<file path="config.mk">
export PLATFORM = sky130hd
export DESIGN_NAME = wishbone_arbiter
export DESIGN_NICKNAME = d
export VERILOG_FILES = /design/src/rtl/wishbone_pkg.sv /design/src/rtl/rr_picker.sv /design/src/rtl/wishbone_arbiter.sv
export SDC_FILE = /design/constraint.sdc
export NUM_CORES = 1
export LEC_CHECK = 0
export CAP_MARGIN = 20
export CORE_MARGIN = 2
export CORE_UTILIZATION = 40
export DETAILED_ROUTE_END_ITERATION = 16
export GPL_ROUTABILITY_DRIVEN = 0
export GPL_TIMING_DRIVEN = 0
export PLACE_DENSITY = 0.66
export SLEW_MARGIN = 15
export SYNTH_ARGS = -nofsm -noshare
export SYNTH_HDL_FRONTEND = slang
export SYNTH_HIERARCHICAL = 1
export SYNTH_SLANG_ARGS = --single-unit
</file>
<file path="constraint.sdc">
create_clock -name clk_i -period 2.7 [get_ports clk_i]
set_clock_uncertainty 0.2 [all_clocks]
set_input_delay 0.27 -clock clk_i [delete_from_list [all_inputs] [get_ports clk_i]]
set_output_delay 0.27 -clock clk_i [all_outputs]
set_load 0.01 [all_outputs]
</file>
<file path="src/rtl/wishbone_pkg.sv">
// Shared types and defaults for the wishbone master arbiter.
package wishbone_pkg;

  typedef enum logic [1:0] {IDLE, GRANT, TIMEOUT} arb_state_e;

  localparam int unsigned TIMEOUT_DEFAULT = 255;

endpackage

</file>
<file path="src/rtl/rr_picker.sv">
// Rotate-priority encoder: first set bit of req searching ptr+1, ptr+2, ... modulo N.
// Purely combinational; kept generic so the slave side can reuse it.
module rr_picker #(
  parameter int unsigned N     = 4,
  parameter int unsigned IDX_W = $clog2(N)
) (
  input  logic [N-1:0]     req,
  input  logic [IDX_W-1:0] ptr,
  output logic [IDX_W-1:0] idx,
  output logic             found
);

  logic [IDX_W-1:0] cand;
  int unsigned      sum;

  always_comb begin
    idx   = '0;
    found = 1'b0;
    cand  = '0;
    sum   = 0;
    for (int unsigned k = 1; k <= N; k++) begin
      sum  = 32'(ptr) + k;
      cand = IDX_W'(sum % N);
      if (!found && req[cand]) begin
        idx   = cand;
        found = 1'b1;
      end
    end
  end

endmodule

</file>
<file path="src/rtl/wishbone_arbiter.sv">
// Round-robin wishbone master arbiter with per-master lock and a bus watchdog.
// All outputs registered; a grant appears one edge after the request is sampled.
module wishbone_arbiter #(
  parameter int unsigned N_MASTER = 4,
  parameter int unsigned TIMEOUT  = wishbone_pkg::TIMEOUT_DEFAULT,
  parameter int unsigned IDX_W    = $clog2(N_MASTER)
) (
  input  logic                clk_i,
  input  logic                rst_i,
  input  logic [N_MASTER-1:0] cyc_i,
  input  logic [N_MASTER-1:0] stb_i,
  input  logic [N_MASTER-1:0] lock_i,
  input  logic                bus_ack_i,
  input  logic                bus_err_i,
  input  logic                bus_rty_i,
  output logic [N_MASTER-1:0] gnt_o,
  output logic [IDX_W-1:0]    gnt_idx_o,
  output logic                gnt_vld_o,
  output logic                to_err_o
);

  import wishbone_pkg::*;

  localparam int unsigned      CNT_W    = (TIMEOUT > 0) ? $clog2(TIMEOUT + 1) : 1;
  localparam logic [CNT_W-1:0] CNT_MAX  = CNT_W'(TIMEOUT);
  localparam logic [IDX_W-1:0] LAST_RST = IDX_W'(N_MASTER - 1);

  arb_state_e          state_q, state_d;
  logic [IDX_W-1:0]    gnt_idx_q, gnt_idx_d;
  logic [IDX_W-1:0]    last_q, last_d;
  logic [CNT_W-1:0]    to_cnt_q, to_cnt_d;
  logic [N_MASTER-1:0] gnt_q, gnt_d;
  logic                gnt_vld_q, gnt_vld_d;
  logic                to_err_q, to_err_d;

  logic [IDX_W-1:0]    win_idx;
  logic                win_found;
  logic                cur_cyc, cur_stb, cur_lock, resp;

  rr_picker #(
    .N     (N_MASTER),
    .IDX_W (IDX_W)
  ) u_picker (
    .req   (cyc_i),
    .ptr   (last_q),
    .idx   (win_idx),
    .found (win_found)
  );

  always_comb begin
    state_d   = state_q;
    gnt_idx_d = gnt_idx_q;
    last_d    = last_q;
    to_cnt_d  = to_cnt_q;
    gnt_vld_d = gnt_vld_q;
    to_err_d  = 1'b0;
    gnt_d     = '0;

    cur_cyc  = cyc_i[gnt_idx_q];
    cur_stb  = stb_i[gnt_idx_q];
    cur_lock = lock_i[gnt_idx_q];
    resp     = bus_ack_i | bus_err_i | bus_rty_i;

    case (state_q)
      IDLE: begin
        to_cnt_d = '0;
        if (win_found) begin
          state_d   = GRANT;
          gnt_idx_d = win_idx;
          last_d    = win_idx;
          gnt_vld_d = 1'b1;
        end
      end

      GRANT: begin
        if (!cur_cyc && !cur_lock) begin
          // The current owner has cyc low, so the picker only sees other masters.
          to_cnt_d = '0;
          if (win_found) begin
            gnt_idx_d = win_idx;
            last_d    = win_idx;
          end else begin
            state_d   = IDLE;
            gnt_vld_d = 1'b0;
          end
        end else if ((TIMEOUT != 0) && cur_stb && !resp) begin
          if (to_cnt_q == CNT_MAX) begin
            to_err_d = 1'b1;
            to_cnt_d = '0;
            state_d  = wishbone_pkg::TIMEOUT;
          end else begin
            to_cnt_d = to_cnt_q + 1'b1;
          end
        end else begin
          to_cnt_d = '0;
        end
      end

      wishbone_pkg::TIMEOUT: begin
        // Hold the grant until the stalled master gives up; lock cannot extend it.
        to_cnt_d = '0;
        if (!cur_cyc) begin
          state_d   = IDLE;
          gnt_vld_d = 1'b0;
        end
      end

      default: begin
        state_d   = IDLE;
        gnt_vld_d = 1'b0;
        to_cnt_d  = '0;
      end
    endcase

    if (gnt_vld_d) begin
      gnt_d[gnt_idx_d] = 1'b1;
    end
  end

  always_ff @(posedge clk_i or posedge rst_i) begin
    if (rst_i) begin
      state_q   <= IDLE;
      gnt_idx_q <= '0;
      last_q    <= LAST_RST;
      to_cnt_q  <= '0;
      gnt_q     <= '0;
      gnt_vld_q <= 1'b0;
      to_err_q  <= 1'b0;
    end else begin
      state_q   <= state_d;
      gnt_idx_q <= gnt_idx_d;
      last_q    <= last_d;
      to_cnt_q  <= to_cnt_d;
      gnt_q     <= gnt_d;
      gnt_vld_q <= gnt_vld_d;
      to_err_q  <= to_err_d;
    end
  end

  assign gnt_o     = gnt_q;
  assign gnt_idx_o = gnt_idx_q;
  assign gnt_vld_o = gnt_vld_q;
  assign to_err_o  = to_err_q;

endmodule

</file>
## After elaboration in Yosys (flattened, before gate mapping)

Cells that the tools add are included.

| storage, ports and cells | value |
|---|---|
| register bits after elaboration | 20 |
| output and inout port bits | 8 |

| operators by class | value |
|---|---|
| bitwise gates (word level) | 2 |
| $add $sub $neg | 5 |
| equality and inequality tests | 9 |
| muxes and demuxes | 51 |
| reduce and logical (&&, ||, !) cells | 16 |
| order comparisons | 7 |

Operators by type and width:

| kind | number |
|---|---|
| $mux W8 | 4 |
| $mux W2 | 14 |
| $mux W1 | 20 |
| $lt A2 B3 Y1 const B | 6 |
| $bmux W1 S2 | 7 |
| $ne A3 B3 Y1 const B | 3 |
| $add A8 B1 Y8 const B | 1 |
| $eq A8 B8 Y1 const B | 1 |
| $pmux W2 S2 | 2 |
| $logic_and A1 B1 Y1 | 6 |
| $logic_not A1 Y1 | 6 |
| $pmux W2 S3 | 1 |
| $reduce_and A5 Y1 | 1 |
| $add A2 B1 Y2 const B | 2 |
| $add A2 B2 Y2 const B | 2 |
| $mux W4 | 1 |
| $ne A2 B2 Y1 const B | 2 |
| $pmux W1 S3 | 1 |
| $demux W1 S2 | 1 |
| $eq A2 B1 Y1 const B | 1 |
| $eq A2 B2 Y1 const B | 1 |
| $ge A2 B1 Y1 const B | 1 |
| $logic_not A2 Y1 | 1 |
| $ne A2 B1 Y1 const B | 1 |
| other kinds (3) | 4 |

## Logic depth before layout (Yosys ltp)

| depth | value |
|---|---|
| depth in word-level cells | 21 |
| gate-level depth with buffers | 6 |
| depth with buffers taken out | 6 |

## Hierarchy

The synthesis kept the hierarchy.

Modules (own cells, without submodules):

| module | area each (um2) | times used | cells an instance |
|---|---|---|---|
| wishbone_arbiter | 1004.7 | 1 | 94 |
| rr_picker | 91.3 | 1 | 14 |

## Least setup slack after synthesis

No wires, ideal clock.

| path | value |
|---|---|
| kind | reg-to-reg |
| start | register gnt_idx_q[0] (netlist: gnt_idx_o[0]) |
| end | register gnt_q[2] (netlist: gnt_o[2]) |
| clock period less this slack | 2.209 ns |
| arrival | 1.931 ns |
| buffers on the path | 1 |
| path slack | 0.491 ns |
| cell stages (with the launch flop) | 6 |
| data required time | 2.422 ns |
| cell sequence | dfrtp_1 -> buf_6 -> mux4_2 -> o21a_4 -> or4b_1 -> a21oi_1 |

| on the way | value |
|---|---|
| longest elaborated chain between the ends | 11 |
| elaborated cells on any way between the ends | 19 |
| those cells by class | order compare (2); mux (13); reduce/logical (4) |

Ends and longest elaborated chain:

| item | line | text |
|---|---|---|
| from (decl) | wishbone_arbiter.sv:29 | `logic [IDX_W-1:0] gnt_idx_q, gnt_idx_d;` |
| from (signal assigned) | wishbone_arbiter.sv:131 | `gnt_idx_q <= gnt_idx_d;` |
| $bmux W1 S2 (on tied branches) | wishbone_arbiter.sv:59, wishbone_arbiter.sv:61 |  |
| $mux W1 (on tied branches) | wishbone_arbiter.sv:59, wishbone_arbiter.sv:61 |  |
| $logic_not A1 Y1 (on tied branches) | - |  |
| $logic_and A1 B1 Y1 | wishbone_arbiter.sv:76 | `if (!cur_cyc && !cur_lock) begin` |
| $mux W2 | wishbone_arbiter.sv:76 |  |
| $pmux W2 S2 | wishbone_arbiter.sv:64 | `case (state_q)` |
| $lt A2 B3 Y1 (implied by the code) or $ge A2 B1 Y1 (tied branches) | wishbone_arbiter.sv:116 | `gnt_d[gnt_idx_d] = 1'b1;` |
| $logic_and A1 B1 Y1 (implied by the code) | wishbone_arbiter.sv:116 |  |
| $mux W1 (implied by the code) | wishbone_arbiter.sv:116 |  |
| $demux W1 S2 | wishbone_arbiter.sv:116 |  |
| $mux W4 (*) | wishbone_arbiter.sv:115 | `if (gnt_vld_d) begin` |
| named net gnt_d[2] | wishbone_arbiter.sv:32 | `logic [N_MASTER-1:0] gnt_q, gnt_d;` |
| to (signal assigned) | wishbone_arbiter.sv:134 | `gnt_q <= gnt_d;` |
| to (decl) | wishbone_arbiter.sv:32 |  |

The timed path passes the listed nets; every way through them passes the cells marked *. The select of a mux whose other input is x is not followed.
A chain may end at the register's enable or synchronous reset.

## Worst setup path after layout

| path | value |
|---|---|
| start | register gnt_idx_q[1] (netlist: gnt_idx_o[1]) |
| end | register gnt_idx_q[1] (netlist: gnt_idx_o[1]) |

| on the way | value |
|---|---|
| longest elaborated chain between the ends | 6 |
| elaborated cells on any way between the ends | 10 |
| those cells by class | mux (7); reduce/logical (3) |

Ends and longest elaborated chain:

| item | line |
|---|---|
| $bmux W1 S2 (on tied branches) | wishbone_arbiter.sv:59, wishbone_arbiter.sv:61 |
| $mux W1 (on tied branches) | wishbone_arbiter.sv:59, wishbone_arbiter.sv:61 |
| $logic_not A1 Y1 (on tied branches) | - |
| $logic_and A1 B1 Y1 | wishbone_arbiter.sv:76 |
| $mux W2 | wishbone_arbiter.sv:76 |
| $pmux W2 S2 (*) | wishbone_arbiter.sv:64 |
| named net gnt_idx_d[1] | wishbone_arbiter.sv:29 |

Marks and branches as above.

==> results.json <==
{
  "status": "completed",
  "rows": 18,
  "diodes": 0,
  "tightestPinTransition_ns": 0.778,
  "cp.arrival_ns": 2.29,
  "grt_pass1_vias": 921,
  "htree_levels": 1,
  "fin_crit_sh": 0.847,
  "fmax_ghz": 0.437,
  "dpl.hpwl_um": 1780,
  "fillers": 233,
  "drive_gt1_frac": 0.125,
  "cp-start-kind": "flop",
  "grt_usage": 0.157,
  "detail-route-antenna-nets": 0,
  "antenna_found_initial": 0,
  "grt_overflow_total": 0,
  "cts_num_sinks": 20,
  "finalHoldViolCount": 0,
  "netlist_area_um2": 1100,
  "cts-root-buf": "clkbuf_4",
  "areaGrowthSynthToFinish_pct": 28.7,
  "io_buffers": 24,
  "yosysWarnings": 6,
  "num_io_pins": 25,
  "tns_ns": 0,
  "maxCapViolations": 0,
  "layout_common_cells": "clkdlybuf4s50_1, dfrtp_1, nor2_1",
  "core_um2": 2540,
  "syn_area_per_cell_um2": 10.1,
  "vias": 919,
  "irDropWorstVdd_v": 0.000519,
  "cts_buffers": 3,
  "fin_crit_ns": 2.29,
  "crit_required_ns": 2.70,
  "dr.first_iter.drc_count": 9,
  "yosysSeqAreaShare": 0.459,
  "grt_pass1_wl_um": 3930,
  "first_pass_iters": 4,
  "crit_path_end_kind": "flop",
  "clk_latency_ns": 0.30,
  "initial_core_util": 0.431,
  "via_per_inst": 5.54,
  "cts_tree": "done",
  "fp.dieArea_um2": 3170,
  "cts_hold_buf": 0,
  "min_path_type": "input port to asynchronous set/reset pin",
  "final_nets": 155,
  "synth_cell_types": 34,
  "grt_start_max_net_pins": 21,
  "hold_slack_ns": 0.187,
  "power.leakage_nw": 0.577,
  "cts_setup_buffers": 0,
  "crit_fanout": 8,
  "clock_path_buffers": 2,
  "slew_headroom": 0.481,
  "placed_cell_area_um2": 1370,
  "cts-resized-gates": 0,
  "rsz0062_at_grt": "false",
  "slew_viol_final": 0,
  "synth_nets": 126,
  "layout_commonest_cell": "clkdlybuf4s50_1",
  "die_height_um": 56.3,
  "drc": 0,
  "design_area_um2": 1410,
  "path_clk_slew_ns": 0.11,
  "synth_cells": 108,
  "wl_per_cell_um": 14.0,
  "ys_ff_latch": 20,
  "setup_viol": 0,
  "power.density_nw_per_um2": 780,
  "die_x_um": 56.3,
  "wirelength_um": 2320,
  "path_class": "flop to flop"
}
-- cell usage after synthesis --
library cell	instances	area [µm²]
o211ai_1	1	7.51
and4_1	1	8.76
dfrtp_1	18	450
nor3_1	2	10.0
a211oi_1	1	7.51
nor2_1	12	45.0
inv_1	7	26.3
clkbuf_1	1	3.75
xnor2_1	2	17.5
or3_1	3	18.8
nand2b_1	3	18.8
ha_1	1	12.5
a21oi_1	10	50.1
xor2_1	3	26.3
o21ai_1	1	5.00
a21oi_2	1	8.76
mux4_2	3	67.6
and2b_1	1	7.51
or4_1	1	7.51
a31oi_1	1	6.26
o31ai_1	1	7.51
buf_6	1	11.3
o21ai_0	5	25.0
nand2_1	7	26.3
nor2b_1	2	12.5
dfstp_2	2	52.6
or4b_1	3	30.0
nand4_1	1	6.26
o21a_4	1	15.0
nand3_1	5	25.0
mux2i_1	1	10.0
mux2_2	4	45.0
o221ai_2	1	15.0
a211o_1	1	8.76
-- cells by family after synthesis --
logic type / Yosys count / synth area share
multiplexers: 8 / 0.112
adder cells (fa/ha/maj): 1 / 0.0114
AO/OA/AOI/OAI: 24 / 0.143
XOR/XNOR: 5 / 0.0400
AND/OR/NAND/NOR: 41 / 0.197
flip-flops: 20 / 0.459
buffers and inverters: 9 / 0.0377
-- per-layer routing --
layer,wire length [µm],vias to the layer above,track usage,share of wire
met5,0,-,0,0
met2,1200,19,0.287,0.52
met3,98,2,0.0553,0.042
li1,-,444,-,-
met1,999,454,0.173,0.43
met4,27,0,0.0340,0.012
-- flip-flops by register name, summed over array words and instances (netlist names) --
name	cells
state_q	2
gnt_o	4
gnt_vld_o	1
to_err_o	1
last_q	2
to_cnt_q	8
gnt_idx_o	2
-- worst max-delay path: stages, from the launching register on --
cell and delay, ns:
dfrtp_1 0.36, clkbuf_1 0.31, mux4_2 0.43, o21ai_1 0.32
nand3_1 0.24, mux2_2 0.33
-- where the power goes --
part	total [mW]	switching (mW)	internal [mW]	leakage [nW]
combinational	0.512	0.237	0.275	0.295
clock	0.177	0.0950	0.0823	0.0210
sequential	0.411	0.0442	0.367	0.261
total	1.10	0.376	0.724	0.577
-- area by class of cell --
class	instances	area, µm²	share of cell area
Inverter	7	26.3	0.0186
Multi-Input combinational cell	79	552	0.391
Clock buffer	4	36.3	0.0257
Tap cell	30	37.5	0.0266
Sequential cell	20	503	0.357
Timing Repair Buffer	24	240	0.170
Buffer	2	15.0	0.0106
-- through the flow --
step	utilization	setup slack, ns	power [mW]	std cells
after detailed placement	0.540	0.177	0.930	162
after global routing	0.554	0.281	1.17	166
after CTS	0.554	0.405	1.11	166
final	0.554	0.413	1.10	166
after floorplan	-	0.491	0.758	108
after global placement	0.540	0.213	0.913	162
-- final timing paths --
path	from	to	slack [ns]	cells after the start
worst max-delay path	gnt_idx_o[1]	gnt_idx_o[1]	0.41	5
worst min-delay path	rst_i	gnt_o[1]	0.19	2
worst max register to register	gnt_idx_o[1]	gnt_idx_o[1]	0.41	5
worst min register to register	state_q[1]	state_q[0]	0.31	1
max in group asynchronous	rst_i	to_cnt_q[6]	1.62	2
min in group clk_i	state_q[1]	state_q[0]	0.31	1
Note: power is estimated with default switching activity, not from simulation.
